<file path="config.mk">
export PLATFORM = sky130hd
export DESIGN_NAME = led_matrix_scanner
export DESIGN_NICKNAME = d
export VERILOG_FILES = /design/src/rtl/led_matrix_scanner.sv
export SDC_FILE = /design/constraint.sdc
export NUM_CORES = 1
export LEC_CHECK = 0
export CAP_MARGIN = 20
export CELL_PAD_IN_SITES_DETAIL_PLACEMENT = 1
export CELL_PAD_IN_SITES_GLOBAL_PLACEMENT = 1
export CORE_MARGIN = 2
export CORE_UTILIZATION = 35
export DETAILED_ROUTE_END_ITERATION = 8
export HOLD_SLACK_MARGIN = 0.06
export PLACE_DENSITY = 0.67
export SYNTH_ARGS = -nofsm -noshare
export SYNTH_HDL_FRONTEND = slang
export SYNTH_SLANG_ARGS = --single-unit
</file>
<file path="constraint.sdc">
create_clock -name clock -period 2.1 [get_ports clock]
set_clock_uncertainty 0.1 [all_clocks]
set_input_delay 0.21 -clock clock [delete_from_list [all_inputs] [get_ports clock]]
set_output_delay 0.21 -clock clock [all_outputs]
set_load 0.01 [all_outputs]
</file>
<file path="src/rtl/led_matrix_scanner.sv">
// Row-multiplexed 8x8 LED matrix driver with a double-buffered bitmap and blanked row changes.
// Optional: define LED_MATRIX_DIMMER_EN to add a 3-bit brightness input that shortens each row's on-time.
module led_matrix_scanner #(
  parameter int CLOCK_HZ       = 27000000,
  parameter int ROW_HZ         = 8000,
  parameter int BLANK_CYCLES   = 16,
  parameter bit ROW_ACTIVE_LOW = 1'b1
) (
  input  logic       clock,
  input  logic       reset,
  input  logic       wr_valid,
  output logic       wr_ready,
  input  logic [2:0] wr_row,
  input  logic [7:0] wr_data,
  input  logic       swap_req,
  output logic       swap_done,
  output logic       frame_start,
`ifdef LED_MATRIX_DIMMER_EN
  input  logic [2:0] brightness,
`endif
  output logic [7:0] row,
  output logic [7:0] d
);

  localparam int PERIOD    = CLOCK_HZ / ROW_HZ;
  localparam int CW        = (PERIOD > 1) ? $clog2(PERIOD) : 1;
  localparam int DRIVE_LEN = PERIOD - BLANK_CYCLES;
  localparam logic [CW-1:0] LAST_CNT   = CW'(PERIOD - 1);
  localparam logic [CW-1:0] BLANK_LAST = CW'(BLANK_CYCLES - 1);
  localparam logic [7:0]    ROW_IDLE   = ROW_ACTIVE_LOW ? 8'hFF : 8'h00;

  typedef enum logic {BLANK, DRIVE} state_t;

  state_t        state, state_n;
  logic [CW-1:0] cnt, cnt_n;
  logic [2:0]    idx, idx_n;
  logic [7:0]    row_n, d_n;
  logic          boundary;
  logic          front_sel;
  logic          swap_pending;
  logic [7:0]    bank [0:1][0:7];
  logic          dim_on;

  assign wr_ready = !swap_pending;

`ifdef LED_MATRIX_DIMMER_EN
  logic [2:0]  bright_q;
  logic [31:0] dim_limit;
  logic [31:0] drive_count;

  always_comb begin
    dim_limit   = ((32'(bright_q) + 32'd1) * 32'(DRIVE_LEN)) >> 3;
    drive_count = 32'(cnt) - 32'(BLANK_CYCLES);
    dim_on      = drive_count < dim_limit;
  end

  // Brightness is frozen for a whole row so the on-window never changes mid-row.
  always_ff @(posedge clock) begin
    if (reset)
      bright_q <= 3'd7;
    else if (state == BLANK && cnt == BLANK_LAST)
      bright_q <= brightness;
  end
`else
  assign dim_on = 1'b1;
`endif

  always_ff @(posedge clock) begin
    if (reset) begin
      state <= BLANK;
      cnt   <= '0;
      idx   <= '0;
    end else begin
      state <= state_n;
      cnt   <= cnt_n;
      idx   <= idx_n;
    end
  end

  // The scan registers name the position the outputs will show after the next edge.
  always_comb begin
    state_n  = state;
    idx_n    = idx;
    cnt_n    = (cnt == LAST_CNT) ? '0 : cnt + CW'(1);
    row_n    = ROW_IDLE;
    d_n      = 8'h00;
    boundary = 1'b0;
    case (state)
      BLANK: begin
        boundary = (cnt == '0) && (idx == 3'd0);
        if (cnt == BLANK_LAST)
          state_n = DRIVE;
      end
      DRIVE: begin
        row_n = ROW_ACTIVE_LOW ? ~(8'h01 << idx) : (8'h01 << idx);
        if (dim_on)
          d_n = bank[front_sel][idx];
        if (cnt == LAST_CNT) begin
          state_n = BLANK;
          idx_n   = idx + 3'd1;
        end
      end
      default: ;
    endcase
  end

  always_ff @(posedge clock) begin
    if (reset) begin
      row          <= ROW_IDLE;
      d            <= 8'h00;
      frame_start  <= 1'b0;
      swap_done    <= 1'b0;
      front_sel    <= 1'b0;
      swap_pending <= 1'b0;
      for (int b = 0; b < 2; b++)
        for (int r = 0; r < 8; r++)
          bank[b][r] <= 8'h00;
    end else begin
      row         <= row_n;
      d           <= d_n;
      frame_start <= boundary;
      swap_done   <= boundary && swap_pending;
      // A request arriving while one is pending is dropped, so each boundary swaps at most once.
      if (boundary && swap_pending) begin
        front_sel    <= ~front_sel;
        swap_pending <= 1'b0;
      end else if (swap_req) begin
        swap_pending <= 1'b1;
      end
      if (wr_valid && wr_ready)
        bank[~front_sel][wr_row] <= wr_data;
    end
  end

endmodule
</file>
Word level (Yosys, flattened, before mapping) --
Memory sizes are Yosys's and may differ from the RTL's. A register that Yosys moved wholly into a read port is not among the register bits. Index checks and enable logic that the tools add are counted.
Cells by class: $add $sub $neg 2, $lt $le $gt $ge 3, equality and inequality tests 2, shift operators 1, muxes and demuxes 19, bitwise logic cells 5, reduce and logical (&&, ||, !) cells 12
Operators by type and width (number):
- 64-bit 2-to-1 mux | 3
- 64-bit OR reduction | 1
- 8-bit binary-select mux with 3-bit select | 1
- 8-bit demux with 3-bit select | 1
- 8-bit 2-to-1 mux | 3
- 12-bit by 1-bit adder with 12-bit output, second input constant | 1
- 12-bit equality test, second input constant | 1
- 12-bit by 4-bit equality test with 1-bit output, second input constant | 1
- 12-bit zero test | 1
- 1-bit 2-to-1 mux | 10
- 4-bit greater-or-equal comparator, second input constant | 2
- 3-bit NOT with 4-bit output | 2
- 8-bit NOT | 1
- 1-bit by 3-bit << shifter with 8-bit output, first input constant | 1
- 2-bit OR reduction | 3
- 1-bit logical AND | 4
- 4-bit by 1-bit less-than comparator with 1-bit output, second input constant | 1
- 3-bit by 1-bit adder with 3-bit output, second input constant | 1
- 3-bit zero test | 1
- 1-bit NOT | 2
- 1-bit one-hot mux with 2 select lines | 1
- 2-bit AND reduction | 1
- 1-bit zero test | 1
Storage, ports and cells: register bits 36, RAM bits 128, output and inout bits 19, word-level logic and storage cells 54, memories 1
Memories:
- bank | words 2, bits a word 64, rd ports 1, clocked after Yosys merged registers in 1, write ports 2, RTL line 41 | logic [7:0] bank [0:1][0:7];

Longest topological paths before layout --
Gate-level depths: netlist of run 1.
depth after elaboration 8, mapped depth 7, gate-level depth less buffers 6

Worst setup path after synthesis of run 1 --
Ideal clock, no wire load.
path kind register to register, start register swap_pending, end memory bank[1][48] in the netlist's numbering, enable pin, arrival time 1766 ps, data required time 1625 ps, path slack -142 ps, stages on the path, launching flop included 6, buffers on the path 2, period minus slack after synthesis 2242 ps, cell sequence dfxtp_1 nor3b_1 clkbuf_1 clkbuf_1 a21oi_1 a21oi_1
RTL lines:
- start, declared | RTL line 40 | logic swap_pending;
- start signal, assigned | RTL line 114 | swap_pending <= 1'b0;
- start signal, assigned | RTL line 126 | swap_pending <= 1'b0;
- start signal, assigned | RTL line 128 | swap_pending <= 1'b1;
- end, declared | RTL line 41

Final worst setup path of run 1 --
start register cnt[7], end register idx[0]
Between the ends: cells in the longest elaborated chain, start to end 2
Ends and longest elaborated chain:
- start, declared | RTL line 35 | logic [CW-1:0] cnt, cnt_n;
- start signal, assigned | RTL line 75 | cnt <= cnt_n;
- 12-bit equality test | RTL line 98 | if (cnt == LAST_CNT) begin
- 2-bit AND reduction (no line)
- end signal, assigned | RTL line 76 | idx <= idx_n;
- end, declared | RTL line 36 | logic [2:0] idx, idx_n;
No other way between the ends. A chain may end at the register's enable or synchronous reset.

==> results.yml, run 1 <==
global_routing:
  grt_antenna_before_repair: 0
  first_global_vias: 4824
  grt_max_degree: 32
  grt_pass1_wl_um: 29770
  grtUsageTotal_pct: 19.30
  overall_overflow_remaining_after_global_route: 0
synth:
  synth.distinct_cells: 36
  yosys-mux-area-fraction_pct: 9.577
  main_combinational_cell_family_by_area_after_synthesis: "simple AND/OR/NAND/NOR gates"
  yosys.area_share.simple_pct: 15.37
  post-synth-top-count-cell: "sky130_fd_sc_hd__edfxtp_1"
  yosys.area_share.xor_xnor_pct: 1.376
  yosysTopAreaCellShare_pct: 54.89
  synth.ff_latch_count: 165
  synth_area_per_cell_um2: 13.55
  synth_enable_flop_cells: 128
  synth.cells.most_frequent: "sky130_fd_sc_hd__edfxtp_1, sky130_fd_sc_hd__and2_1, sky130_fd_sc_hd__mux2i_1, sky130_fd_sc_hd__dfxtp_1, sky130_fd_sc_hd__nor2_1"
  synth_compound_gate_area_share_pct: 4.770
  synth_ff_type: "sky130_fd_sc_hd__edfxtp_1"
  yosys.area_share.adder_pct: 1.608
  synthDominantAreaCellType: "sky130_fd_sc_hd__edfxtp_1"
  postSynthNetCount: 541
  postSynthCellCount: 517
  synthArstFlopShare_pct: 0
  synth_top_cells_by_area: "sky130_fd_sc_hd__edfxtp_1, sky130_fd_sc_hd__dfxtp_1, sky130_fd_sc_hd__and2_1, sky130_fd_sc_hd__mux2i_1, sky130_fd_sc_hd__a22oi_1"
  ys.warnings.count: 0
  seq_area_frac_synth_pct: 65.46
  mappedNetlistArea_um2: 7003
clock_network:
  root_buffer: "sky130_fd_sc_hd__clkbuf_16"
  tritoncts_num_sinks: 165
  cts-htree-levels: 4
  cts.hold.buffers_added: 0
  worst_skew_pair.late_latency_ps: 430
  clock_path_buffers: 2
  worst_setup_hold_path_clk_slew_ps: 70
  postCtsSetupBuffers: 0
  cts_buffers: 17
  clock_tree_from_tritoncts: "done"
setup_path:
  worst_setup_path_end_kind: "register"
  cp_data_required_time_ps: 2320
  crit_type: "reg2reg"
  worstPathArrival_ps: 2260
  setup.reg_to_reg.worst_slack_ps: 60
  timing.critical_path.from_type: "register"
  critPathMaxFanout: 6
placed_design:
  io_buffer_count: 33
  dp.final_hpwl_um: 14570
  gp_congestion: 0.8565
  post-place-ws_ps: -133.6
sta:
  timing_hold_violations_final: 0
  report.final.setup_viol: 0
  setup_ws_ps: 63.34
  post-route-period-util_pct: 96.98
  final_period_minus_worst_setup_slack_ps: 2037
  timing_worst_slew_pin_value_ps: 651.8
  fmax_mhz: 491.0
  final-max-slew-violation-count: 0
  timing.hold.ws_ps: 274.5
  setup_repair_after_global_routing_missed_its_margin: "false"
  relSlewSlack_pct: 56.50
die:
  die-area_um2: 21160
  die_width_um: 145.5
  num_rows: 51
  die_h_um: 145.5
  floorplan.initialDensity_pct: 35.86
  design.core.area_um2: 19530
  io_pins: 34
drt:
  drc: 0
  antenna_left: 0
  route.vias.total: 4515
  initialDrtViolationCount: 356
  via_per_inst: 5.119
  drt_first_pass_iters: 5
  post_drt_wl_per_cell_um: 22.36
  route.final.wire_length_um: 19720
finish:
  drive_above_1_share_pct: 18.80
  fin_util_pct: 44.20
  nNetsFinal: 628
  flow.area_growth_from_synthesis_pct: 23.24
  antenna-diode-count: 0
power:
  clockPowerShare_pct: 40.8
  p_int_uw: 5570
  vdd_drop_max_mv: 0.5643
  share_comb_of_total_power_pct: 7.2
  total_leakage_power_uw: 0.003133
  finalPower_uw: 7231
  power.sequential.fraction_pct: 52.0
  power_switching_share_pct: 22.98
  power.switching_uw: 1661
  power-per-cell-area_nw_per_um2: 837.8
run_status:
  status: "finished, final reports clean"
min_path:
  min-delay-path-class: "in2reg"
flow_run:
  max_cap_viol_count: 0
[critical path, stage by stage (launching register included)]
cell and delay (ps):
sky130_fd_sc_hd__dfxtp_1 370, sky130_fd_sc_hd__or4_4 580, sky130_fd_sc_hd__nor4_2 490, sky130_fd_sc_hd__xnor2_1 140
sky130_fd_sc_hd__nor2_1 240
[final cells by class]
type / count / area, µm²
inverters: 10 / 41.29
clock inverters: 10 / 66.31
clock buffers: 22 / 489.2
repair buffers: 90 / 808.3
fillers: 2054 / 10900
well taps: 265 / 331.6
flip-flops and latches: 165 / 4588
multi-input cells: 320 / 2306
[layout by cell type, fill, tap and decap left out, drive strengths merged, types with 9 or more instances in the layout]
cell type,synthesis,routed
a21oi,11,11
a22oi,24,24
and2,84,84
buf,8,57
clkbuf,14,22
clkdlybuf4s50,0,33
dfxtp,37,37
edfxtp,128,128
ha,9,9
inv,10,15
mux2i,49,49
nand2,23,23
nand3,15,15
nor2,32,32
or2,10,10
xnor2,9,9
[path summary, 6_finish.rpt]
kind	end	startpoint	cells after the start
max reg2reg	idx[0]	cnt[7]	4
min reg2reg	cnt[0]	cnt[0]	1
max	idx[0]	cnt[7]	4
min	swap_pending	swap_req	3
[per-stage QoR]
| stage | cells | cell area, µm² | setup TNS [ps] |
|---|---|---|---|
| after floorplan | 517 | 7003 | -6033 |
| after global placement | 850 | 8060 | -1906 |
| after detailed placement | 850 | 8060 | -1933 |
| after CTS | 882 | 8616 | 0 |
| after global routing | 882 | 8631 | 0 |
| final | 882 | 8631 | 0 |
[cell families (layout without fill, tap and decap cells)]
logic type | count (synthesis) | after routing
AND/OR/NAND/NOR | 194 | 194
flip-flops | 165 | 165
multiplexers | 57 | 57
AO/OA/AOI/OAI | 49 | 49
buffers and inverters | 32 | 132
XOR/XNOR | 11 | 11
adder cells (fa/ha/maj) | 9 | 9
[power by group through the flow]
stage	Sequential (µW)	Clock, µW	Combinational, µW
CTS	3760	2990	525
floorplan	3790	0	292
global route	3770	3120	559
detailed placement	3830	0	519
global placement	3820	0	505
finish	3760	2950	522
[routing by layer]
metal  vias up  track usage [%]  part of all wire (%)
met5         -                0                     0
met4         0            9.363                   4.2
li1       2053                -                     -
met2       136            30.38                    47
met1      2284            25.37                    44
met3        42            4.295                   4.4
[sequential cells by signal, summed over array words and instances (netlist names), named ones only]
register,count
idx,3
row,8
swap_pending,1
frame_start,1
bank,128
state,1
d,8
swap_done,1
cnt,12
front_sel,1
[timing repair]
item | 4_1_cts | 5_1_grt
endpoints found under the setup margin | 0 | 16
gates resized for setup | 0 | 4
endpoints found under the hold margin | 0 | 0
Note: power is estimated with default switching activity, not from simulation.
==> inputs of run 2 (changes only) <==
- GPL_TIMING_DRIVEN: unset -> 0
==> run 2 against run 1 <==
Effect of this change: critical path depth is 2 higher; power increased by 3.5%; clock-buffer cell count unchanged; sequential power about the same; die area stayed put; register-to-register slack better by 40 ps; setup slack better by 39 ps; cell area increased by 0.12%; first-iteration DRC count fell by 22%; critical path type unchanged; largest cell class unchanged.
==> results.yml, run 2 (synthesized netlist as in run 1, its figures left out) <==
setup_path:
  cp_data_required_time_ps: 2270
  cpPeakStageDelay_ps: 490
  worst_setup_path_end_kind: "register"
  critPathMaxFanout: 10
  timing.critical_path.from_type: "register"
  cp_slowest_cell: "sky130_fd_sc_hd__clkbuf_1"
  crit_type: "reg2reg"
  cp_top_family: "buffers and inverters"
  buffers_and_inverters_on_the_worst_path: 2
  worstPathArrival_ps: 2170
  cp_cell_sequence: "clkbuf_4 -> nor2_1 -> clkbuf_1 -> a22oi_1 -> nand3_1 -> o21ai_0"
sta:
  post-route-period-util_pct: 95.10
  timing_worst_slew_pin_value_ps: 657.7
  timing_hold_violations_final: 0
  final_period_minus_worst_setup_slack_ps: 1997
  report.final.setup_viol: 0
  fmax_mhz: 500.7
  relSlewSlack_pct: 56.15
  final-max-slew-violation-count: 0
  setup_repair_after_global_routing_missed_its_margin: "false"
die:
  num_rows: 51
  floorplan.initialDensity_pct: 35.86
  die-area_um2: 21160
  die_h_um: 145.5
  design.core.area_um2: 19530
  io_pins: 34
  die_width_um: 145.5
clock_network:
  cts-htree-levels: 4
  clock_tree_from_tritoncts: "done"
  root_buffer: "sky130_fd_sc_hd__clkbuf_16"
  worst_skew_pair.late_latency_ps: 430
  cts_buffers: 17
  tritoncts_num_sinks: 165
  worst_setup_hold_path_clk_slew_ps: 60
  cts.hold.buffers_added: 0
  clock_path_buffers: 2
min_path:
  min-delay-path-class: "in2reg"
finish:
  registers_with_the_highest_flip_flop_counts: "bank x128, cnt x12"
  drive_above_1_share_pct: 16.86
  post_layout_nonfiller_instances: 858
  nNetsFinal: 604
  layout.cells.most_common_list: "sky130_fd_sc_hd__edfxtp_1, sky130_fd_sc_hd__and2_1, sky130_fd_sc_hd__mux2i_1, sky130_fd_sc_hd__dfxtp_1, sky130_fd_sc_hd__clkdlybuf4s50_1"
  flow.area_growth_from_synthesis_pct: 23.39
  antenna-diode-count: 0
  fin_util_pct: 44.25
  num-fill-cells: 2037
  flip_flop_count_of_the_largest_register_after_layout: 128
  registers.top_by_ff_count: "bank"
  most_common_library_cell_in_the_layout_ignoring_fill_and_taps: "sky130_fd_sc_hd__edfxtp_1"
drt:
  antenna_left: 0
  via_per_inst: 5.052
  route.vias.total: 4335
  route.final.wire_length_um: 17980
  post_drt_wl_per_cell_um: 20.95
  drt_first_pass_iters: 5
  drc: 0
  initialDrtViolationCount: 278
power:
  finalPower_uw: 7483
  total_leakage_power_uw: 0.003034
  power-per-cell-area_nw_per_um2: 866.0
  vdd_drop_max_mv: 0.6116
placed_design:
  gp_congestion: 0.7778
  io_buffer_count: 30
  place.detailed.instances: 813
  dp.final_hpwl_um: 12350
global_routing:
  grt_antenna_before_repair: 0
  overall_overflow_remaining_after_global_route: 0
  first_global_vias: 4584
  grtUsageTotal_pct: 17.62
  grt_max_degree: 17
  grt_pass1_wl_um: 27830
flow_run:
  max_cap_viol_count: 0
run_status:
  status: "finished, final reports clean"
==> run 2: final timing paths <==
| check | startpoint | endpoint | slack (ps) | cells past startpoint |
|---|---|---|---|---|
| setup / recovery | idx[0] | d[6] | 100 | 6 |
| hold / removal | swap_req | swap_pending | 270 | 3 |
| setup reg to reg | idx[0] | d[6] | 100 | 6 |
| hold reg to reg | cnt[0] | cnt[0] | 380 | 1 |
==> run 2: tightest hold or removal path, cell delays in order <==
cell and delay [ps]:
sky130_fd_sc_hd__clkdlybuf4s50_1 400, sky130_fd_sc_hd__nor2_1 90, sky130_fd_sc_hd__a211oi_1 50
==> run 2: routing by layer <==
metal,GRT usage [%],up-vias,wire (µm)
met1,22.33,2240,7952
met4,5.784,0,235
met2,30.50,69,9230
li1,-,2006,-
met3,3.323,20,559
met5,0,-,0
==> run 2: area by class of cell <==
class	instances	area (µm²)	area share (%)
multi-input cells	320	2477	28.67
clock buffers	22	474.2	5.488
plain buffers	22	128.9	1.491
well taps	265	331.6	3.837
repair buffers	44	478.0	5.531
clock inverters	10	127.6	1.477
flip-flops and latches	165	4586	53.07
inverters	10	37.54	0.4344
==> run 2: repair_timing <==
action,in CTS,in global routing
cloned,0,0
setup buffers,9,4
endpoints found under the setup margin,181,91
pin swaps,5,2
resized for setup,43,17
hold endpoints to repair,0,0
==> run 2: metrics by stage <==
| step | hold WS [ps] | area, µm² | worst slack [ps] | TNS (ps) |
|---|---|---|---|---|
| 2_1_floorplan | 234.2 | 7003 | -141.8 | -6033 |
| 3_3_place_gp | 365.0 | 7635 | -1459 | -196360 |
| 3_5_place_dp | 370.8 | 7640 | -1468 | -189530 |
| 4_1_cts | 260.2 | 8547 | -69.73 | -895.8 |
| 5_1_grt | 295.7 | 8641 | 3.229 | 0 |
| 6_report | 271.2 | 8641 | 102.8 | 0 |
==> run 2: power breakdown <==
group / switching (µW) / internal (µW)
Clock: 1230 / 1950
Sequential: 57.2 / 3680
Combinational: 330 / 231
==> RTL edit 1: new RTL, flow settings as in run 2 <==
Change the parameter `CLOCK_HZ` from 27000000 to 54000000.
--- a/src/rtl/led_matrix_scanner.sv
+++ b/src/rtl/led_matrix_scanner.sv
@@ -1,7 +1,7 @@
 // Row-multiplexed 8x8 LED matrix driver with a double-buffered bitmap and blanked row changes.
 // Optional: define LED_MATRIX_DIMMER_EN to add a 3-bit brightness input that shortens each row's on-time.
 module led_matrix_scanner #(
-  parameter int CLOCK_HZ       = 27000000,
+  parameter int CLOCK_HZ       = 54000000,
   parameter int ROW_HZ         = 8000,
   parameter int BLANK_CYCLES   = 16,
   parameter bit ROW_ACTIVE_LOW = 1'b1
Formal check against the unedited RTL: same outputs for any inputs over 10 cycles, from zero or initial values and one cycle with reset high; that may be too few to reach the edited logic, so the function may still have changed.
==> RTL edit 1 against run 2 <==
- wire length is 7.6% higher
- final cell count is 1.7% lower
- setup slack worse by 0.028 ns
- final area is 0.87% lower
- clock power is 8.8% lower
- power is 4.4% lower
- die area is 2.3% higher
- area after synthesis is 2.3% higher
- utilization is 1.8 points lower
- sequential cell count is 1 higher
- highest routed layer unchanged
==> RTL edit 1: results (changes against run 2) <==
- The kind of cell with the highest combined delay on the critical path is buffers and inverters.
- The overall fraction of global-route tracks in use was 18.7% (+1.0 points).
- The length of the first detailed-routing pass in iterations is 4 (-1).
- The run finished with clean final reports.
- The cell leakage power is 2.99 nW (-1.6%).
- The worst voltage drop across the vdd grid is 496 µV (-19%).
- The global-route wire length before repair is 29100 µm (+4.7%).
- The wire length reported by the detailed router is 19300 µm (+7.6%).
- The routability congestion estimate came to 0.828 (+6.5%).
- The number of nets produced by synthesis is 529 (-2.2%).
- The layout cell share with drive strength beyond 1 is 21.6% (+4.8 points).
- The filler cell count came to 2087 (+2.5%).
- The post-synthesis share of cell area spent on xor and xnor gates came to 1.47% (+0.091 points).
- The normalized max-slew margin came to 49.8% (-6.4 points).
- The sequential-to-total area share from yosys stat is 64.3% (-1.2 points).
- In the post-synthesis netlist, the biggest area contributors are edfxtp_1 54%, dfxtp_1 11%, mux4_2 6.9%, and2_1 6.4%, mux2i_1 2.9%.
- The compound-gate portion of the synthesized area is 3.16% (-1.6 points).
- The detail-routed via count per cell is 5.31 (+5.2%).
- The highest cell delay on the worst timing path is 0.34 ns (-0.15 ns).
- The largest individual stage delay along the critical path comes from the cell dfxtp_1.
- The number of DRC markers in iteration 0 was 385 (+38%).
- The post-DP HPWL came to 13200 µm (+6.5%).
- The endpoint arrival time on the critical path is 2.24 ns (+0.07 ns).
- The multiplexer area fraction after synthesis is 10.2% (+0.59 points).
- The via count of the first global-routing pass came to 4831 (+5.4%).
- The number of instances in the synthesized netlist is 505 (-2.3%).
- The adder and majority gate portion of the synthesized area is 1.57% (-0.037 points).
- The final net count was 584 (-3.3%).
- The via count of the routed design is 4479 (+3.3%).
-- RTL edit 1: where the power goes --
group / leakage [nW] / switching (mW) / internal [mW]
clock: 0.267 / 1.34 / 1.57
combinational: 1.09 / 0.323 / 0.207
sequential: 1.63 / 0.0527 / 3.67
total: 2.99 / 1.71 / 5.44
-- RTL edit 1: final timing paths --
check,start,slack (ns),to
worst min register to register,cnt[0],0.41,cnt[0]
worst min-delay path,reset,0.22,row[3]
worst max register to register,idx[1],0.08,flop
worst max-delay path,idx[1],0.08,flop
-- RTL edit 1: per-stage QoR --
stage               instance area, µm²  utilization, %  hold WS [ns]  worst slack [ns]  power, mW
floorplan                         7170               -         0.272             0.126       4.06
global placement                  7820            38.8         0.390            -0.790       4.26
detailed placement                7820            38.8         0.406            -0.826       4.28
CTS                               8500            42.1         0.203           0.00373       7.16
global route                      8570            42.5         0.229           0.00468       7.35
finish                            8570            42.5         0.217            0.0751       7.16
-- RTL edit 1: per-layer routing --
metal	vias to the layer above	routed length, µm	global-route usage [%]
li1	1990	-	-
met1	2311	8360	24.0
met2	140	9500	30.7
met3	38	920	4.53
met4	0	563	7.07
met5	-	0	0
-- RTL edit 1: layout make-up --
type | count | area share (%)
well taps | 270 | 3.94
inverters | 11 | 0.482
clock inverters | 12 | 1.11
clock buffers | 20 | 5.21
flip-flops and latches | 166 | 53.8
plain buffers | 23 | 1.78
repair buffers | 36 | 4.09
multi-input cells | 305 | 29.6
-- RTL edit 1: timing repair --
action                                  4_1_cts  5_1_grt
pin swaps                                     3        2
endpoints found under the setup margin      127       75
setup buffers                                 3        1
resized for setup                            30       20
gates cloned                                  0        0
==> RTL edit 2: new RTL, flow settings as in run 2 <==
Made on the original files. Add an input register stage for `swap_req`; this delays it by one clock. The other inputs are not delayed to match.
--- a/src/rtl/led_matrix_scanner.sv
+++ b/src/rtl/led_matrix_scanner.sv
@@ -30,6 +30,12 @@
   localparam logic [7:0]    ROW_IDLE   = ROW_ACTIVE_LOW ? 8'hFF : 8'h00;
 
   typedef enum logic {BLANK, DRIVE} state_t;
+
+  logic swap_req_q;
+
+  always_ff @(posedge clock) begin
+    swap_req_q <= swap_req;
+  end
 
   state_t        state, state_n;
   logic [CW-1:0] cnt, cnt_n;
@@ -124,7 +130,7 @@
       if (boundary && swap_pending) begin
         front_sel    <= ~front_sel;
         swap_pending <= 1'b0;
-      end else if (swap_req) begin
+      end else if (swap_req_q) begin
         swap_pending <= 1'b1;
       end
       if (wr_valid && wr_ready)
Function: changed (Yosys sat finds a counterexample within 4 cycles, from zero or initial values and one cycle with reset high).
==> RTL edit 2 against run 2 <==
- setup slack worse by 0.032 ns
- area after synthesis hardly changed
- wire length is 3.8% higher
- power is 3.1% lower
- die area hardly changed
- sequential cell count is 1 higher
- final area is 0.12% lower
==> RTL edit 2: results (changes against run 2) <==
- The adder and majority gate portion of the synthesized area is 1.61% (about the same).
- The setup slack at placement was -1.22 ns (+0.248 ns).
- The pin slew with the least headroom to its limit is 0.766 ns (+0.109 ns).
- The number of buffers on the longest clock path came to 2 (unchanged).
- The met3 track demand over resource is 3.70% (+0.38 points).
- The post-synthesis share of cell area spent on xor and xnor gates is 1.38% (about the same).
- The global-route wire length before repair was 28100 µm (+1.1%).
- The overall fraction of global-route tracks in use is 18.3% (+0.69 points).
- The layout cell share with drive strength beyond 1 is 21.1% (+4.3 points).
- The count of different cell masters after synthesis is 39 (+8.3%).
- The slowest stage of the critical path is the dfxtp_1 cell.
- The number of buffers created by CTS was 17 (unchanged).
- The routability congestion estimate came to 0.750 (-3.6%).
- The met2 global-route usage is 29.9% (-0.62 points).
- The number of nets produced by synthesis was 503 (-7.0%).
- The worst reg-to-reg setup slack was 0.07 ns (-0.03 ns).
- The endpoint arrival time on the critical path is 2.05 ns (-0.12 ns).
- The global-route track usage on met1 is 24.4% (+2.1 points).
- The sequential-to-total area share from yosys stat is 65.7% (+0.27 points).
- The compound-gate portion of the synthesized area is 2.98% (-1.8 points).
- In the synthesized netlist, the cells that appear most often are 128 x edfxtp_1, 81 x and2_1, 38 x dfxtp_1, 37 x nor2_1, 25 x mux2i_1.
- Yosys attributes the largest share of cell area to edfxtp_1 55%, dfxtp_1 11%, mux4_2 7.7%, and2_1 7.2%, mux2i_1 3.6%.
- The flow ran to the end, and the final reports show no timing, DRC or antenna violations.
- The cts-stage hold buffer count was 0 (unchanged).
- The cell leakage power is 2.99 nW (-1.6%).
- The number of DRC markers in iteration 0 is 409 (+47%).
- The multiplexer area fraction after synthesis is 11.6% (+2.0 points).
- The detail-routed via count per cell is 5.10 (+1.0%).
- The via count of the routed design came to 4200 (-3.1%).
- The post-DP HPWL is 12400 µm (+0.56%).
- The total instance count after detailed placement came to 775 (-4.7%).
- The highest cell delay on the worst timing path is 0.37 ns (-0.12 ns).
- The source of the critical timing path is swap_pending.
- The via count of the first global-routing pass was 4526 (-1.3%).
- The final net count is 569 (-5.8%).
- The number of enable flip-flop cells after synthesis is 128 (unchanged).
- The wire length reported by the detailed router is 18700 µm (+3.8%).
- The capture point of the worst path is bank[0][45].
- The worst voltage drop across the vdd grid came to 526 µV (-14%).
- The instance area after placement is 7650 µm² (+0.13%).
- The clock period minus final worst setup slack is 2.03 ns (+0.0317 ns).
## RTL edit 2: cell types whose count changed in the layout (fill, tap and decap cells not counted), moves of 5 or more
cell and delta:
a221o_1 +8, nor2_1 +5, a22oi_1 -24, mux4_2 +16, nand3_1 -6, o22ai_1 +8, mux2i_1 -25, nand2_1 -5
## RTL edit 2: kinds of logic (layout without fill, tap and decap cells)
family | count (synthesis) | in the layout
compound gates | 29 | 29
xor+xnor | 11 | 11
fa+ha+maj | 9 | 9
buf+inv | 29 | 108
flops | 166 | 166
mux | 51 | 51
simple gates | 184 | 184
## RTL edit 2: power groups by stage
| stage | logic, mW | clock network (mW) | registers, mW |
|---|---|---|---|
| floorplan | 0.291 | 0 | 3.81 |
| global placement | 0.471 | 0 | 3.81 |
| detailed placement | 0.482 | 0 | 3.83 |
| CTS | 0.576 | 2.95 | 3.76 |
| global route | 0.622 | 3.07 | 3.78 |
| finish | 0.583 | 2.91 | 3.76 |
## RTL edit 2: how the worst min path moves through the flow
stage	start	to	slack, ns	depth (start not counted)
after floorplan	swap_req	swap_req_q	0.14	0
final	swap_req	swap_req_q	0.13	1
after CTS	swap_req	swap_req_q	0.12	1
after global placement	swap_req_q	swap_pending	0.35	2
after global routing	swap_req	swap_req_q	0.13	1
after detailed placement	swap_req_q	swap_pending	0.36	2
## RTL edit 2: worst max-delay path: cells and delay by family (launching register included)
kind | cells | cell delay [ns]
buf+inv | 2 | 0.42
simple gates | 4 | 0.82
flops | 1 | 0.37
## RTL edit 2: repair_timing
item	CTS	global route
gates resized for setup	46	14
endpoints found under the setup margin	182	133
pin swaps	7	2
gates cloned	0	0
setup buffers	13	4
## RTL edit 2: cell type report
cell class / instances / area [µm²]
multi-input cells: 284 / 2470
clock buffers: 19 / 433
fillers: 1997 / 10900
well taps: 265 / 332
inverters: 11 / 43.8
plain buffers: 17 / 119
repair buffers: 48 / 522
clock inverters: 13 / 108
flip-flops and latches: 166 / 4600
## RTL edit 2: layer usage
metal  vias up  share of wire, %
li1       1895                 -
met4         0               2.1
met2       117                49
met1      2162                44
met3        26               4.8
met5         -                 0
